### config.mk
export PLATFORM = sky130hd
export DESIGN_NAME = lv1_lv2_bus_arbiter
export DESIGN_NICKNAME = d
export VERILOG_FILES = /design/src/rtl/lv1_lv2_bus_arbiter.sv
export SDC_FILE = /design/constraint.sdc
export NUM_CORES = 1
export LEC_CHECK = 0
export BUFFER_PORTS_ARGS = -buffer_cell sky130_fd_sc_hd__buf_2
export CAP_MARGIN = 20
export CORE_MARGIN = 2
export CORE_UTILIZATION = 52
export CTS_BUF_LIST = sky130_fd_sc_hd__clkbuf_4 sky130_fd_sc_hd__clkbuf_8
export DETAILED_ROUTE_END_ITERATION = 10
export PLACE_DENSITY = 0.89
export SLEW_MARGIN = 20
export SYNTH_ARGS = -nofsm -noshare
export SYNTH_HDL_FRONTEND = slang
export SYNTH_SLANG_ARGS = --single-unit
### constraint.sdc
create_clock -name clk -period 2.2 [get_ports clk]
set_clock_uncertainty 0.1 [all_clocks]
set_input_delay 0.11 -clock clk [delete_from_list [all_inputs] [get_ports clk]]
set_output_delay 0.11 -clock clk [all_outputs]
set_load 0.005 [all_outputs]
### src/rtl/lv1_lv2_bus_arbiter.sv
// Round-robin arbiter for the shared lv1<->lv2 bus: one processor-side owner
// at a time, plus one snoop-side responder while the owner's transaction is open.
module lv1_lv2_bus_arbiter #(
  parameter int unsigned NUM_CORE    = 4,
  parameter int unsigned CORE_ID_WID = 2
) (
  input  logic                   clk,
  input  logic                   rst,
  input  logic [NUM_CORE-1:0]    bus_lv1_lv2_req_proc,
  input  logic [NUM_CORE-1:0]    bus_lv1_lv2_req_snoop,
  output logic [NUM_CORE-1:0]    bus_lv1_lv2_gnt_proc,
  output logic [NUM_CORE-1:0]    bus_lv1_lv2_gnt_snoop,
  output logic [CORE_ID_WID-1:0] proc_owner,
  output logic                   bus_busy
);

  typedef enum logic [1:0] {IDLE, PROC, SNOOP} state_t;

  state_t                 state;
  logic [CORE_ID_WID-1:0] last_proc;
  logic [CORE_ID_WID-1:0] last_snoop;
  logic [CORE_ID_WID-1:0] snoop_owner;
  logic [CORE_ID_WID-1:0] proc_win;
  logic [CORE_ID_WID-1:0] snoop_win;
  logic                   proc_hit;
  logic                   snoop_hit;

  // Winner search from pointer+1, wrapping; the current owner never competes for snoop
  always_comb begin : search
    logic [CORE_ID_WID-1:0] idx;
    idx       = '0;
    proc_hit  = 1'b0;
    proc_win  = '0;
    snoop_hit = 1'b0;
    snoop_win = '0;
    for (int unsigned i = 1; i <= NUM_CORE; i++) begin
      idx = CORE_ID_WID'((32'(last_proc) + i) % NUM_CORE);
      if (!proc_hit && bus_lv1_lv2_req_proc[idx]) begin
        proc_hit = 1'b1;
        proc_win = idx;
      end
    end
    for (int unsigned i = 1; i <= NUM_CORE; i++) begin
      idx = CORE_ID_WID'((32'(last_snoop) + i) % NUM_CORE);
      if (!snoop_hit && bus_lv1_lv2_req_snoop[idx] && (idx != proc_owner)) begin
        snoop_hit = 1'b1;
        snoop_win = idx;
      end
    end
  end

  // Arbitration FSM with registered grants, owner and busy flag
  always_ff @(posedge clk) begin
    if (rst) begin
      state                 <= IDLE;
      bus_lv1_lv2_gnt_proc  <= '0;
      bus_lv1_lv2_gnt_snoop <= '0;
      proc_owner            <= '0;
      bus_busy              <= 1'b0;
      snoop_owner           <= '0;
      last_proc             <= CORE_ID_WID'(NUM_CORE - 1);
      last_snoop            <= CORE_ID_WID'(NUM_CORE - 1);
    end else begin
      unique case (state)
        IDLE: begin
          if (proc_hit) begin
            state                <= PROC;
            bus_lv1_lv2_gnt_proc <= NUM_CORE'(1) << proc_win;
            proc_owner           <= proc_win;
            last_proc            <= proc_win;
            bus_busy             <= 1'b1;
          end
        end
        PROC: begin
          if (!bus_lv1_lv2_req_proc[proc_owner]) begin
            state                <= IDLE;
            bus_lv1_lv2_gnt_proc <= '0;
            bus_busy             <= 1'b0;
          end else if (snoop_hit) begin
            state                 <= SNOOP;
            bus_lv1_lv2_gnt_snoop <= NUM_CORE'(1) << snoop_win;
            snoop_owner           <= snoop_win;
            last_snoop            <= snoop_win;
          end
        end
        SNOOP: begin
          // Processor grant is held until the snoop responder lets go
          if (!bus_lv1_lv2_req_snoop[snoop_owner]) begin
            bus_lv1_lv2_gnt_snoop <= '0;
            if (bus_lv1_lv2_req_proc[proc_owner]) begin
              state <= PROC;
            end else begin
              state                <= IDLE;
              bus_lv1_lv2_gnt_proc <= '0;
              bus_busy             <= 1'b0;
            end
          end
        end
        default: begin
          state                 <= IDLE;
          bus_lv1_lv2_gnt_proc  <= '0;
          bus_lv1_lv2_gnt_snoop <= '0;
          bus_busy              <= 1'b0;
        end
      endcase
    end
  end

endmodule
# [Yosys cells after proc, flatten, opt, wreduce, memory -nomap -nowiden]
# Index checks and enable logic that the tools add are counted.
[word_totals] ff_bits=19 inputBits=10 out_inout_bits=11 word_cells=116
[classes] addsub=8 magnitude_cmp=10 eq_ne=11 shifts=2 n_mux=54 bitwise=1 n_reduce_logical=22
[op_table] operator="$lt A2 B3 Y1 const B" n=10
[op_table] operator="$mux W2" n=12
[op_table] operator="$mux W4" n=6
[op_table] operator="$pmux W4 S3" n=2
[op_table] operator="$mux W1" n=22
[op_table] operator="$bmux W1 S2" n=10
[op_table] operator="$logic_and A1 B1 Y1" n=10
[op_table] operator="$add A2 B1 Y2 const B" n=4
[op_table] operator="$add A2 B2 Y2 const B" n=4
[op_table] operator="$ne A2 B2 Y1" n=4
[op_table] operator="$ne A2 B2 Y1 const B" n=4
[op_table] operator="$shl A1 B2 Y4 const A" n=2
[op_table] operator="$logic_not A1 Y1" n=6
[op_table] operator="$pmux W2 S3" n=1
[op_table] operator="$reduce_and A3 Y1" n=2
[op_table] operator="$reduce_and A2 Y1" n=2
[op_table] operator="$reduce_and A4 Y1" n=1
[op_table] operator="$ne A3 B3 Y1 const B" n=1
[op_table] operator="$pmux W1 S3" n=1
[op_table] operator="$eq A2 B1 Y1 const B" n=1
[op_table] operator="$eq A2 B2 Y1 const B" n=1
[op_table] operator="$logic_not A2 Y1" n=1
[op_table] operator="$not A1 Y1" n=1

# [Longest topological paths before layout]
[depth] word_depth=21 mapped_depth=8 mapped_depth_nobuf=7

# [Least setup slack after synthesis]
# No wires, ideal clock.
[synth_path] path_kind="reg2reg" startpoint="register snoop_owner[0]" endpoint="register bus_lv1_lv2_gnt_snoop[2]" setup_ns=0.092 arrival_ns=1.884 t_required_ns=2.008 path_slack_ns=0.124 path_stages_with_launch=7 path_buffers=1 period_less_slack_ns=2.076 cell_sequence="dfxtp_1 mux4_2 and2_4 or2_0 clkbuf_2 or4_1 o32ai_1"
[synth_between] elab_chain_cells=4
[synth_rtl] element="start, declared" line="22" rtl="logic [CORE_ID_WID-1:0] snoop_owner;"
[synth_rtl] element="start signal, assigned" line="82" rtl="snoop_owner <= snoop_win;"
[synth_rtl] element="$bmux W1 S2" line="88" rtl="if (!bus_lv1_lv2_req_snoop[snoop_owner]) begin"
[synth_rtl] element="$mux W1 (not written as such)" line="88"
[synth_rtl] element="$ne A2 B2 Y1 (no source line)"
[synth_rtl] element="$reduce_and A4 Y1 (no source line)"
[synth_rtl] element="end signal, assigned" line="81" rtl="bus_lv1_lv2_gnt_snoop <= NUM_CORE'(1) << snoop_win;"
[synth_rtl] element="end, declared" line="12" rtl="output logic [NUM_CORE-1:0] bus_lv1_lv2_gnt_snoop,"
# No other way between the ends. The select of a mux whose other input is x is not followed.
# A chain may end at the register's enable or synchronous reset.

# [Worst setup path after layout]
# Ends and elaborated chain as after synthesis.

==> out/qor.txt <==
Crit path largest cell delay: 520 ps
Overall Global Routing Usage: 21.6%
via count: 1,232
Cell Chain, Critical Path: mux4_2, and2_4, or2_4, or4_1, o32ai_2
Die Wd: 53.1 um
routed length per instance: 13.8 um
Reg clk slew, reported paths: 110 ps
hold buffers post-CTS: 0
initial antenna violation count: 0
Post-CTS Setup Inserts: 0
router iterations before antenna repair: 4
post-route antenna net violation count: 0
status: complete, no violations
Syn Std Cell Area: 1250 um2
final hold vios: 0
Required @ worst endpoint: 2320 ps
placed wire-length estimate: 2.06 mm
TritonCTS Buffers: 3
Worst Path Arrival: 2240 ps
Worst Path Buf+Inv: 0
Yosys top cell by area: dfxtp_1
max-slew violations: 0
share of layout cells above drive strength 1: 26.0%
first-pass GRT wire length: 4.60 mm
CTS sink count: 19
CP Launch Type: register
I/O pin total: 21
CTS Root Cell: clkbuf_4
Hold Crit Class: in -> reg
Max clock buf depth: 2
crit share post-route: 96.5%
share of flip-flops with an asynchronous set or reset: 0%
crit path time final: 2120 ps
die height: 53.1 um
Synthesized Nets: 166
DR DRC count: 0
TNS Setup: 0 ps
Site Rows: 17
largest net degree at the start of global routing: 21
Peak VDD IR: 0.549 mV
core footprint: 2230 um2
Vias/cell: 6.13
Area after DPL: 1390 um2
CP Max Fanout: 6
crit end category: register
Seq cells post-synth: 19
number of global-route vias before repair: 1,078
delay-heaviest family, CP: simple AND/OR/NAND/NOR gates
DR iter-0 viols: 29
Max-Slew Margin vs Limit: 73.8%
Yosys top cell area share: 30.4%
RSZ-0062 raised after global routing: no
fin nets: 188
input/output buffers: 20
area growth from synthesis to layout: 16.4%
P_leak: 0.000613 uW
Fmax achieved: 471 MHz
P per Cell Area: 849 nW/um2
Unique masters post-synth: 47
Initial Util: 56.0%
later-pin clock latency in the skew report: 300 ps
ANT cells: 0
top post-synthesis cells by area: dfxtp_1 (30%), a21oi_1 (4.8%), ha_1 (4.0%)
Die ar.: 2810 um2
Seq/Total Area, Yosys: 30.4%
Worst Tran Pin Value: 389 ps
synth warn: 0
routability congestion estimate: 0.848
Post-synth EDFFs: 0
fin area: 1460 um2
CTS tree: built
final wirelength: 2.77 mm
FILL cells: 191
H-tree levels: 1
Synth Instances: 152
grt ovf: 0
crit path kind: reg -> reg
Top FF cell, synth: dfxtp_1
Max Cap Violations: 0
Slowest-stage cell, CP: or4_1
final setup fails: 0
Syn Area/Cell: 8.23 um2
final timing paths:
kind | start | endpoint | slack [ps] | depth (start not counted)
hold reg to reg | bus_lv1_lv2_gnt_snoop[3]$_SDFFE_PP0P_ | bus_lv1_lv2_gnt_snoop[3]$_SDFFE_PP0P_ | 390 | 2
setup / recovery | snoop_owner[0]$_SDFFE_PP0P_ | bus_lv1_lv2_gnt_snoop[2]$_SDFFE_PP0P_ | 80 | 5
setup reg to reg | snoop_owner[0]$_SDFFE_PP0P_ | bus_lv1_lv2_gnt_snoop[2]$_SDFFE_PP0P_ | 80 | 5
hold / removal | rst | proc_owner[1]$_SDFFE_PP0P_ | 80 | 2
timing repair:
item	in CTS	in global routing
gates resized for setup	1	10
pin swaps	0	1
setup endpoints to repair	1	11
logic make-up after synthesis:
family	share of synthesized area, %
simple gates	20.6
mux	7.60
buf+inv	6.00
xor+xnor	2.00
compound gates	29.4
flops	30.4
fa+ha+maj	4.00
power breakdown:
part | internal (uW) | switching, uW | total, uW
sequential | 402 | 65.8 | 468
clock | 83.1 | 108 | 191
combinational | 267 | 310 | 577
final cells by class:
type | count | area (um2) | share of cell area (%)
Multi-Input combinational cell | 115 | 827 | 56.8
Sequential cell | 19 | 385 | 26.5
Timing Repair Buffer | 26 | 145 | 9.97
Tap cell | 28 | 35.0 | 2.41
Inverter | 9 | 33.8 | 2.32
Clock buffer | 4 | 30.0 | 2.06
per-layer routing:
| layer | global-route usage [%] | up-vias | routed length (um) |
|---|---|---|---|
| met4 | 5.56 | 0 | 22 |
| met5 | 0 | - | 0 |
| met2 | 38.3 | 25 | 1380 |
| li1 | - | 616 | - |
| met1 | 27.9 | 588 | 1290 |
| met3 | 1.69 | 3 | 77 |
worst register-to-register path, stage by stage (launching register included):
cell     delay (ps)
dfxtp_2         350
mux4_2          510
and2_4          200
or2_4           250
or4_1           520
o32ai_2         110
state kept, by name, indices dropped and copies added, names as in the netlist:
signal / count
bus_busy: 1
bus_lv1_lv2_gnt_proc: 4
bus_lv1_lv2_gnt_snoop: 4
last_proc: 2
last_snoop: 2
proc_owner: 2
snoop_owner: 2
state: 2
cells in the final DEF, fill, tap and decap left out, drive strengths merged, types with 2 or more instances in the layout:
master  count
buf        26
dfxtp      19
nor2       12
a21oi      12
o21ai      10
inv         9
nand2       7
nand2b      6
a22oi       5
mux2i       5
nand3       5
a31oi       4
ha          4
clkbuf      4
o22ai       4
nor3        3
nor4        3
and2        3
mux4        2
o221ai      2
a21boi      2
o31ai       2
o21a        2
nor4b       2
a32o        2
a21o        2
o32ai       2
cell usage after synthesis, types with 2 or more instances:
cell type and count:
a21boi_0 2, a21oi_1 12, a22oi_1 5, a31oi_1 4, a32o_1 2, and2_1 2
buf_2 2, clkbuf_1 5, dfxtp_1 19, ha_1 4, inv_1 9, mux2i_1 5
mux4_2 2, nand2_1 7, nand2b_1 6, nand3_1 4, nor2_1 12, nor3_1 3
nor4_1 3, nor4b_1 2, o21a_1 2, o21ai_0 9, o221ai_1 2, o22ai_1 4
o31ai_1 2, o32ai_1 2
through the flow:
| step | util [%] | hold slack [ps] | setup slack (ps) | total power (uW) | instances |
|---|---|---|---|---|---|
| after floorplan | - | 199 | 124 | 863 | 152 |
| after global placement | 62.2 | 364 | 58.9 | 994 | 197 |
| after detailed placement | 62.2 | 375 | 21.2 | 1010 | 197 |
| after CTS | 63.6 | 77.1 | 10.7 | 1200 | 201 |
| after global routing | 65.2 | 116 | 3.78 | 1320 | 201 |
| final | 65.2 | 83.5 | 77.9 | 1240 | 201 |
Power figures use the tool's default switching activity.
